$ cat src/rtl/dmem_access.sv
// Data-memory responder: turns load/store commands into word-wide, ack-based
// bus transactions. Sub-word stores use read-modify-write. Loads are extracted
// and sign- or zero-extended. Each bus phase is bounded by a timeout.
//
// state   | meaning
// --------+-------------------------------------------------------------
// S_IDLE  | ready, waiting for a command
// S_RD    | bus read in flight (load, or first half of a sub-word store)
// S_MERGE | build the write word from the read word
// S_WR    | bus write in flight
// S_RESP  | one-cycle response pulse
module dmem_access #(
  parameter int ADDR_W  = 32,
  parameter int TIMEOUT = 16
) (
  input  logic              clk,
  input  logic              rst,
  input  logic              req_valid,
  output logic              req_ready,
  input  logic              memread,
  input  logic              memwrite,
  input  logic [1:0]        storeops,
  input  logic [2:0]        load_funct,
  input  logic [ADDR_W-1:0] addr,
  input  logic [31:0]       wdata,
  output logic [31:0]       rdata,
  output logic              resp_valid,
  output logic              err,
  output logic              mem_req,
  output logic              mem_we,
  output logic [ADDR_W-3:0] mem_addr,
  output logic [31:0]       mem_wdata,
  input  logic [31:0]       mem_rdata,
  input  logic              mem_ack
);

  localparam int CNT_W = (TIMEOUT > 1) ? $clog2(TIMEOUT) : 1;
  localparam logic [CNT_W-1:0] CNT_LAST = CNT_W'(TIMEOUT - 1);

  typedef enum logic [2:0] {
    S_IDLE  = 3'd0,
    S_RD    = 3'd1,
    S_MERGE = 3'd2,
    S_WR    = 3'd3,
    S_RESP  = 3'd4
  } state_t;

  state_t             state_q, state_d;
  logic [ADDR_W-1:0]  addr_q, addr_d;
  logic [15:0]        wdata_q, wdata_d;
  logic [1:0]         so_q, so_d;
  logic [2:0]         lf_q, lf_d;
  logic               is_load_q, is_load_d;
  logic [CNT_W-1:0]   cnt_q, cnt_d;
  logic [31:0]        rdword_q, rdword_d;
  logic [31:0]        rdata_q, rdata_d;
  logic               err_q, err_d;
  logic               mem_req_q, mem_req_d;
  logic               mem_we_q, mem_we_d;
  logic [31:0]        mem_wdata_q, mem_wdata_d;

  logic               acc_half, acc_word, acc_bad;
  logic [31:0]        load_val, merge_val, lane_mask;

  // Classify the incoming command: access size and illegal/misaligned cases
  always_comb begin
    acc_half = memwrite ? (storeops == 2'd2) : (load_funct[1:0] == 2'd1);
    acc_word = memwrite ? (storeops == 2'd3) : (load_funct[1:0] == 2'd2);
    acc_bad  = (memread && memwrite)
            || (memwrite && storeops == 2'd0)
            || (memread && (load_funct == 3'd3 || load_funct == 3'd6 || load_funct == 3'd7))
            || (acc_half && addr[0])
            || (acc_word && addr[1:0] != 2'b00);
  end

  // Load lane extraction from the bus word, with sign/zero extension
  always_comb begin
    case (lf_q)
      3'd0:    load_val = {{24{mem_rdata[{addr_q[1:0], 3'b000} + 7]}},
                           mem_rdata[{addr_q[1:0], 3'b000} +: 8]};
      3'd1:    load_val = {{16{mem_rdata[{addr_q[1], 4'b0000} + 15]}},
                           mem_rdata[{addr_q[1], 4'b0000} +: 16]};
      3'd4:    load_val = {24'd0, mem_rdata[{addr_q[1:0], 3'b000} +: 8]};
      3'd5:    load_val = {16'd0, mem_rdata[{addr_q[1], 4'b0000} +: 16]};
      default: load_val = mem_rdata;
    endcase
  end

  // Sub-word merge: replace the addressed lane(s) of the read word
  always_comb begin
    if (so_q == 2'd1) begin
      lane_mask = 32'h0000_00FF << {addr_q[1:0], 3'b000};
      merge_val = (rdword_q & ~lane_mask) | ({24'd0, wdata_q[7:0]} << {addr_q[1:0], 3'b000});
    end else begin
      lane_mask = 32'h0000_FFFF << {addr_q[1], 4'b0000};
      merge_val = (rdword_q & ~lane_mask) | ({16'd0, wdata_q} << {addr_q[1], 4'b0000});
    end
  end

  // Next-state and registered-output logic
  always_comb begin
    state_d     = state_q;
    addr_d      = addr_q;
    wdata_d     = wdata_q;
    so_d        = so_q;
    lf_d        = lf_q;
    is_load_d   = is_load_q;
    cnt_d       = cnt_q;
    rdword_d    = rdword_q;
    rdata_d     = rdata_q;
    err_d       = err_q;
    mem_req_d   = mem_req_q;
    mem_we_d    = mem_we_q;
    mem_wdata_d = mem_wdata_q;
    case (state_q)
      S_IDLE: begin
        if (req_valid && (memread || memwrite)) begin
          addr_d    = addr;
          wdata_d   = wdata[15:0];
          so_d      = storeops;
          lf_d      = load_funct;
          is_load_d = memread && !memwrite;
          cnt_d     = '0;
          rdata_d   = '0;
          err_d     = 1'b0;
          if (acc_bad) begin
            err_d   = 1'b1;
            state_d = S_RESP;
          end else if (memread || storeops != 2'd3) begin
            state_d   = S_RD;
            mem_req_d = 1'b1;
            mem_we_d  = 1'b0;
          end else begin
            state_d     = S_WR;
            mem_req_d   = 1'b1;
            mem_we_d    = 1'b1;
            mem_wdata_d = wdata;
          end
        end
      end
      S_RD: begin
        if (mem_ack) begin
          mem_req_d = 1'b0;
          if (is_load_q) begin
            rdata_d = load_val;
            state_d = S_RESP;
          end else begin
            rdword_d = mem_rdata;
            state_d  = S_MERGE;
          end
        end else if (cnt_q == CNT_LAST) begin
          mem_req_d = 1'b0;
          err_d     = 1'b1;
          state_d   = S_RESP;
        end else begin
          cnt_d = cnt_q + 1'b1;
        end
      end
      S_MERGE: begin
        mem_wdata_d = merge_val;
        mem_req_d   = 1'b1;
        mem_we_d    = 1'b1;
        cnt_d       = '0;
        state_d     = S_WR;
      end
      S_WR: begin
        if (mem_ack) begin
          mem_req_d = 1'b0;
          mem_we_d  = 1'b0;
          state_d   = S_RESP;
        end else if (cnt_q == CNT_LAST) begin
          mem_req_d = 1'b0;
          mem_we_d  = 1'b0;
          err_d     = 1'b1;
          state_d   = S_RESP;
        end else begin
          cnt_d = cnt_q + 1'b1;
        end
      end
      S_RESP:  state_d = S_IDLE;
      default: state_d = S_IDLE;
    endcase
  end

  // State and datapath registers with synchronous reset
  always_ff @(posedge clk) begin
    if (rst) begin
      state_q     <= S_IDLE;
      addr_q      <= '0;
      wdata_q     <= '0;
      so_q        <= '0;
      lf_q        <= '0;
      is_load_q   <= 1'b0;
      cnt_q       <= '0;
      rdword_q    <= '0;
      rdata_q     <= '0;
      err_q       <= 1'b0;
      mem_req_q   <= 1'b0;
      mem_we_q    <= 1'b0;
      mem_wdata_q <= '0;
    end else begin
      state_q     <= state_d;
      addr_q      <= addr_d;
      wdata_q     <= wdata_d;
      so_q        <= so_d;
      lf_q        <= lf_d;
      is_load_q   <= is_load_d;
      cnt_q       <= cnt_d;
      rdword_q    <= rdword_d;
      rdata_q     <= rdata_d;
      err_q       <= err_d;
      mem_req_q   <= mem_req_d;
      mem_we_q    <= mem_we_d;
      mem_wdata_q <= mem_wdata_d;
    end
  end

  assign req_ready  = (state_q == S_IDLE);
  assign resp_valid = (state_q == S_RESP);
  assign err        = resp_valid && err_q;
  assign rdata      = rdata_q;
  assign mem_req    = mem_req_q;
  assign mem_we     = mem_we_q;
  assign mem_addr   = addr_q[ADDR_W-1:2];
  assign mem_wdata  = mem_wdata_q;

endmodule

$ cat config.mk
export PLATFORM = sky130hd
export DESIGN_NAME = dmem_access
export DESIGN_NICKNAME = d
export VERILOG_FILES = /design/src/rtl/dmem_access.sv
export SDC_FILE = /design/constraint.sdc
export NUM_CORES = 1
export LEC_CHECK = 0
export ABC_AREA = 0
export CORE_AREA = 2 2 128 130
export DETAILED_ROUTE_END_ITERATION = 7
export DIE_AREA = 0 0 130 132
export GPL_ROUTABILITY_DRIVEN = 0
export PLACE_DENSITY = 0.79
export SETUP_SLACK_MARGIN = 0.02
export SLEW_MARGIN = 30
export SYNTH_ARGS = -nofsm -noshare
export SYNTH_HDL_FRONTEND = slang
export SYNTH_SLANG_ARGS = --single-unit
$ cat constraint.sdc
create_clock -name clk -period 1.9 [get_ports clk]
set_input_delay 0.19 -clock clk [delete_from_list [all_inputs] [get_ports clk]]
set_output_delay 0.19 -clock clk [all_outputs]
set_load 0.005 [all_outputs]
==> results of run 1 <==
[registers in the layout, indices dropped and copies added (netlist names), 2 cells and up]
register,count
addr_q,32
cnt_q,4
lf_q,3
mem_wdata,32
rdata,32
rdword_q,32
so_q,2
state_q,3
wdata_q,16
[metrics by stage]
| step | setup TNS [ns] | total power, W |
|---|---|---|
| 5_1_grt | 0 | 0.00895 |
| 3_5_place_dp | -6.00 | 0.00498 |
| 2_1_floorplan | 0 | 0.00437 |
| 6_report | 0 | 0.00864 |
| 4_1_cts | 0 | 0.00865 |
| 3_3_place_gp | -4.17 | 0.00496 |
[kinds of logic (layout without fill, tap and decap cells)]
family                     count (synthesis)  count (layout)  share of synthesized area [%]
DFF                                      160             160                           43.1
buffers and inverters                    110             307                           8.31
adders and majority gates                  1               1                          0.168
xor gates and xnor gates                   2               2                          0.236
AOI/OAI and AO/OA                        252             252                           23.6
and+or+nand+nor                          339             339                           20.8
muxes                                     27              27                           3.84
[layout by cell type, fill, tap and decap left out, types with 3 or more instances in the layout]
master	count
dfxtp_2	5
nand2b_1	37
clkbuf_16	17
a22o_1	17
a21o_1	3
a311oi_1	9
inv_1	15
a221oi_1	9
o211ai_1	9
a31oi_1	4
clkdlybuf4s50_1	202
nor2_1	44
or4bb_1	5
nand4bb_1	3
bufinv_16	4
a31o_1	5
o21ai_0	22
a211oi_1	11
a32o_1	8
a2111oi_2	5
a21oi_1	115
nand2_1	215
a31o_2	4
buf_4	48
a211o_1	8
mux2i_1	24
clkinv_4	4
nor2_4	5
buf_12	7
nor3_1	9
o2111ai_1	6
dfxtp_1	154
[routing by layer]
| metal | global-route usage [%] | vias up | routed length (um) |
|---|---|---|---|
| met2 | 42.5 | 274 | 10600 |
| met1 | 30.0 | 3280 | 8760 |
| met5 | 0 | - | 0 |
| met4 | 8.96 | 0 | 499 |
| li1 | - | 3440 | - |
| met3 | 6.05 | 41 | 1440 |
[worst min-delay path by stage]
stage                             from                       end  slack (ns)  cells after the start
3_3_place_gp     rdata[6]$_SDFFE_PP0P_     rdata[6]$_SDFFE_PP0P_        0.44                      2
6_report                           rst   wdata_q[1]$_SDFFE_PP0P_        0.28                      2
5_1_grt                            rst  wdata_q[10]$_SDFFE_PP0P_        0.28                      2
2_1_floorplan                 memwrite    is_load_q$_SDFFE_PP0P_        0.30                      1
3_5_place_dp   addr_q[28]$_SDFFE_PP0P_   addr_q[28]$_SDFFE_PP0P_        0.45                      2
4_1_cts                            rst   wdata_q[2]$_SDFFE_PP0P_        0.27                      2
[power by group]
group,leakage [nW],switching [W],internal (W)
Combinational,2.16,0.000676,0.000675
Sequential,1.30,0.0000992,0.00349
Clock,0.304,0.00141,0.00228
Total,3.77,0.00219,0.00645
[timing repair]
| action | CTS | global route |
|---|---|---|
| setup endpoints to repair | 20 | 28 |
| pin swaps | 1 | 2 |
| hold buffers | 0 | 0 |
| setup buffers | 1 | 2 |
| gates resized for setup | 7 | 5 |
[area by class of cell]
class	instances	area share [%]
multi-input combinational	621	35.0
tap	216	2.61
clock buffer	21	4.45
inverter	16	0.604
clock inverter	11	1.73
sequential	160	31.0
timing repair buffer	259	24.6
==> impl_metrics.csv, run 1 <==
group,metric,value,unit
finish,diodes,0,
finish,multi_input_area,0.00362,sq mm
setup_path,timing.rr.end,"mem_wdata[24]$_SDFFE_PP0P_",
yosys,ys_seq_area_share,43.1,%
sta,hold_slack,0.283,ns
grt,grt_usage,24.8,%
setup_path,worstSetupStartpointType,"flop",
setup_path,path_delay_family,"buffers and inverters",
detailed_routing,num_vias,7035,
yosys,synth_cells,891,
floorplan,die-area,0.0172,sq mm
placement,dp.cells,1269,
cts,numCtsBuffers,17,
floorplan,die_x,130,um
floorplan,start_util,47.3,%
cts,clk_path_buf_depth,2,
yosys,synth_area_per_cell,8.34,sq um
run_status,outcome,"finished, final reports clean",
sta,fin_crit_sh,94.4,%
floorplan,core_area,0.0157,sq mm
setup_path,ff2ff_path_depth,6,
finish,fillerInstances,1317,
placement,placed_area,0.00965,sq mm
setup_path,reg2reg_from,"addr_q[0]$_SDFFE_PP0P_",
setup_path,cp_num_cells,3,
grt,grt_max_degree,44,
detailed_routing,vias_per_cell,5.39,
grt,antenna_found_initial,0,
cts,clock-sinks,160,
setup_path,cp_cell_sequence,"nor2_4 -> and2_1 -> clkdlybuf4s50_1",
sta,fin_crit,1.79,ns
detailed_routing,firstDrtPassIters,5,
yosys,ys_ff_latch,160,
cts,clk_pin_slew,0.06,ns
floorplan,die_y,132,um
sta,max_freq,557,MHz
cts,cts_root_buffer,"clkbuf_16",
yosys,syn_nets,999,
sta,finClkSkew,0.00805,ns
grt,grt_pass1_vias,6779,
yosys,synth_cell_types,63,
pwr,power.leakage,3.77,nW
sta,hold_viol_final,0,
cts,clock_latency,0.42,ns
detailed_routing,wl,21.3,mm
placement,dp_worst_setup_slack,-0.198,ns
cts,cts_tree,"yes",
pwr,ir_drop,0.000651,V
yosys,async_flop_share,0,%
setup_path,crit_path_max_incr_delay,0.51,ns
yosys,synth_area_leaders,"dfxtp_1 43%, nand2_1 11%, a21oi_1 7.7%",
yosys,yosys.cell_count.top_type,"nand2_1",
detailed_routing,drc_errors,0,
sta,drv_slew,0,
sta,setup_viol,0,
detailed_routing,post_drt_wl_per_cell,16.4,um
setup_path,path_class,"reg2out",
pwr,power_density,835,mW/mm^2
sta,rsz0062_at_grt,"no",
floorplan,io_pins,206,
finish,syn2layout_area_growth,39.4,%
yosys,synth_top_cell_area_share,43.1,%
setup_path,critPathMaxFanout,10,
run,cap_violations,0,
yosys,synth_edf_count,0,
cts,htreeDepth,4,
hold_path,hold_class,"in2reg",
sta,fin_ws,0.106,ns
setup_path,path_buf_inv,1,
yosys,yosysTopAreaCell,"dfxtp_1",
grt,gr-total-overflow,0,
setup_path,timing.critical_path.arrival,1.60,ns
finish,utilization,65.9,%
finish,seq_area,0.00321,sq mm
floorplan,rows,46,
yosys,yosysWarnings,0,
sta,tightest_slew,0.618,ns
setup_path,critPathRequiredTime,1.71,ns
setup_path,cp_slowest_cell,"clkdlybuf4s50_1",
placement,portBuffers,205,
setup_path,crit_start,"state_q[1]$_SDFFE_PP0N_",
placement,dpl.hpwl,15.6,mm
sta,slew_headroom,58.7,%
yosys,syn-cell-area,0.00743,sq mm
setup_path,worstSetupEndpointType,"output port",
grt,grt_first_pass_wirelength,33.9,mm
yosys,synthFlopType,"dfxtp_1",
detailed_routing,ant_nets,0,
yosys,synthTopCellsByCount,"215 x nand2_1, 160 x dfxtp_1, 115 x a21oi_1",
setup_path,cp-endpoint,"resp_valid",
setup_path,r2r_slack,0.11,ns
finish,final_cell_count_no_fill,1304,
finish,layout-drive-gt1-share,11.3,%
finish,fin_area,0.0104,sq mm
detailed_routing,drt_first_iter_violations,487,
finish,nets,1183,
Power figures use the tool's default switching activity.
==> run 2, diff against run 1 <==
==> constraint.sdc (replaced) <==
create_clock -name clk -period 1.8 [get_ports clk]
set_input_delay 0.18 -clock clk [delete_from_list [all_inputs] [get_ports clk]]
set_output_delay 0.18 -clock clk [all_outputs]
set_load 0.005 [all_outputs]
==> run 2 against run 1 <==
Non-clock buffer count rose by 9; sequential power rose by 5%; worst hold slack got worse by 0.097 ns; total power rose by 5.1%; largest cell class unchanged; final area rose by 0.89%; largest power group unchanged; sequential share of layout area fell by 0.31 points.
==> impl_metrics.csv, run 2 (synthesized netlist as in run 1, its figures left out) <==
group,metric,value,unit
setup_path,timing.rr.end,"mem_wdata[26]$_SDFFE_PP0P_",
setup_path,path_delay_family,"simple AND/OR/NAND/NOR gates",
finish,final_cell_count_no_fill,1313,
detailed_routing,wl,21.5,mm
placement,placed_area,0.00977,sq mm
run_status,outcome,"finished, final reports clean",
grt,gr-total-overflow,0,
detailed_routing,drc_errors,0,
cts,clock-sinks,160,
sta,hold_slack,0.186,ns
sta,max_freq,576,MHz
placement,dp_worst_setup_slack,-0.262,ns
setup_path,path_buf_inv,1,
finish,nets,1193,
sta,fin_crit,1.74,ns
detailed_routing,drt_first_iter_violations,495,
floorplan,die_x,130,um
cts,cts_root_buffer,"clkbuf_16",
hold_path,min_from,"rst",
setup_path,worstSetupEndpointType,"flop",
pwr,ir_drop,0.000705,V
sta,rsz0062_at_grt,"no",
cts,cts_tree,"yes",
sta,setup_viol,0,
finish,fin_area,0.0104,sq mm
cts,clock_latency,0.42,ns
setup_path,r2r_slack,0.06,ns
cts,htreeDepth,4,
floorplan,start_util,47.3,%
sta,fin_crit_sh,96.4,%
pwr,power_density,870,mW/mm^2
setup_path,reg2reg_from,"addr_q[0]$_SDFFE_PP0P_",
hold_path,hold_class,"in2reg",
setup_path,path_class,"reg2reg",
detailed_routing,vias_per_cell,5.41,
sta,finClkSkew,0.00790,ns
sta,hold_viol_final,0,
placement,dpl.hpwl,15.9,mm
grt,antenna_found_initial,0,
grt,grt_pass1_vias,6814,
cts,clk_pin_slew,0.06,ns
floorplan,io_pins,206,
grt,grt_max_degree,65,
sta,drv_slew,0,
detailed_routing,post_drt_wl_per_cell,16.4,um
floorplan,die-area,0.0172,sq mm
finish,diodes,0,
placement,portBuffers,205,
finish,fillerInstances,1294,
floorplan,core_area,0.0157,sq mm
grt,grt_usage,24.6,%
sta,fin_ws,0.0646,ns
finish,syn2layout_area_growth,40.6,%
grt,grt_first_pass_wirelength,33.6,mm
hold_path,holdPathStages,2,
setup_path,crit_path_max_incr_delay,0.52,ns
sta,tightest_slew,0.553,ns
hold_path,whs_endpoint,"cnt_q[0]$_SDFFE_PP0P_",
sta,slew_headroom,62.7,%
setup_path,worstSetupStartpointType,"flop",
detailed_routing,ant_nets,0,
setup_path,cp_slowest_cell,"or4bb_1",
cts,ctsHoldBuffers,0,
cts,numCtsBuffers,17,
finish,final_common_cell,"nand2_1",
finish,layout-drive-gt1-share,12.2,%
finish,final_cell_mix,"215 x nand2_1, 201 x clkdlybuf4s50_1, 155 x dfxtp_1",
floorplan,die_y,132,um
setup_path,cp_cell_sequence,"buf_4 -> or4bb_1 -> o21ai_0 -> a221oi_1 -> a211oi_1 -> nor3_1",
detailed_routing,firstDrtPassIters,5,
pwr,power.leakage,3.81,nW
cts,clk_path_buf_depth,2,
floorplan,rows,46,
setup_path,critPathMaxFanout,10,
setup_path,ff2ff_path_depth,6,
placement,dp.cells,1280,
detailed_routing,num_vias,7099,
run,cap_violations,0,
setup_path,timing.critical_path.arrival,2.04,ns
setup_path,critPathRequiredTime,2.11,ns
[run 2: cell types whose count changed in the layout (fill, tap and decap cells not counted), moves of 2 or more]
cell / delta
clkinv_4: -2
dlygate4sd2_1: +2
buf_12: +2
buf_4: +7
inv_6: +2
[run 2: timing repair]
item | in CTS | in global routing
gates cloned | 0 | 1
endpoints found under the setup margin | 23 | 30
pin swaps | 1 | 1
gates resized for setup | 10 | 6
setup buffers | 1 | 0
[run 2: layer usage]
layer / track usage, % / vias up / part of all wire, %
met2: 43.4 / 278 / 50
met1: 28.5 / 3322 / 41
li1: - / 3459 / -
met5: 0 / - / 0
met3: 7.02 / 40 / 7.4
met4: 7.59 / 0 / 2.1
[run 2: worst max path at each step]
stage	start	end	slack (ns)	cells after the start
floorplan	addr_q[0]$_SDFFE_PP0P_	rdata[10]$_SDFFE_PP0P_	0.10	4
global placement	load_funct[1]	mem_wdata[22]$_SDFFE_PP0P_	-0.24	7
detailed placement	load_funct[1]	mem_wdata[30]$_SDFFE_PP0P_	-0.26	7
CTS	addr_q[1]$_SDFFE_PP0P_	rdata[16]$_SDFFE_PP0P_	0.02	6
global route	addr_q[0]$_SDFFE_PP0P_	mem_wdata[29]$_SDFFE_PP0P_	0.03	6
finish	addr_q[0]$_SDFFE_PP0P_	mem_wdata[26]$_SDFFE_PP0P_	0.06	6
[run 2: stage by stage]
stage / utilization (%) / TNS (ns) / total power [W]
2_1_floorplan: - / 0 / 0.00461
3_3_place_gp: 62.2 / -9.65 / 0.00527
3_5_place_dp: 62.2 / -13.68 / 0.00529
4_1_cts: 66.3 / 0 / 0.00910
5_1_grt: 66.5 / 0 / 0.00942
6_report: 66.5 / 0 / 0.00908
[run 2: report_power, final]
part	internal (W)	total, W	leakage [nW]	switching, W
Combinational	0.000731	0.00146	2.22	0.000731
Sequential	0.00369	0.00378	1.30	0.0000965
Clock	0.00237	0.00384	0.298	0.00147
[run 2: cell type report]
type | count | area (sq um) | area share (%)
Clock buffer | 20 | 447 | 4.28
Clock inverter | 11 | 179 | 1.71
Inverter | 16 | 62.6 | 0.599
Multi-Input combinational cell | 622 | 3640 | 34.9
Sequential cell | 160 | 3210 | 30.7
Tap cell | 216 | 270 | 2.59
Timing Repair Buffer | 268 | 2630 | 25.2
[run 2: worst reg2reg max path: cells and delay by family (launching register included)]
family	cells	cell delay [ns]
AO/OA/AOI/OAI	3	0.48
buffers and inverters	1	0.18
flip-flops	1	0.37
AND/OR/NAND/NOR	2	0.59
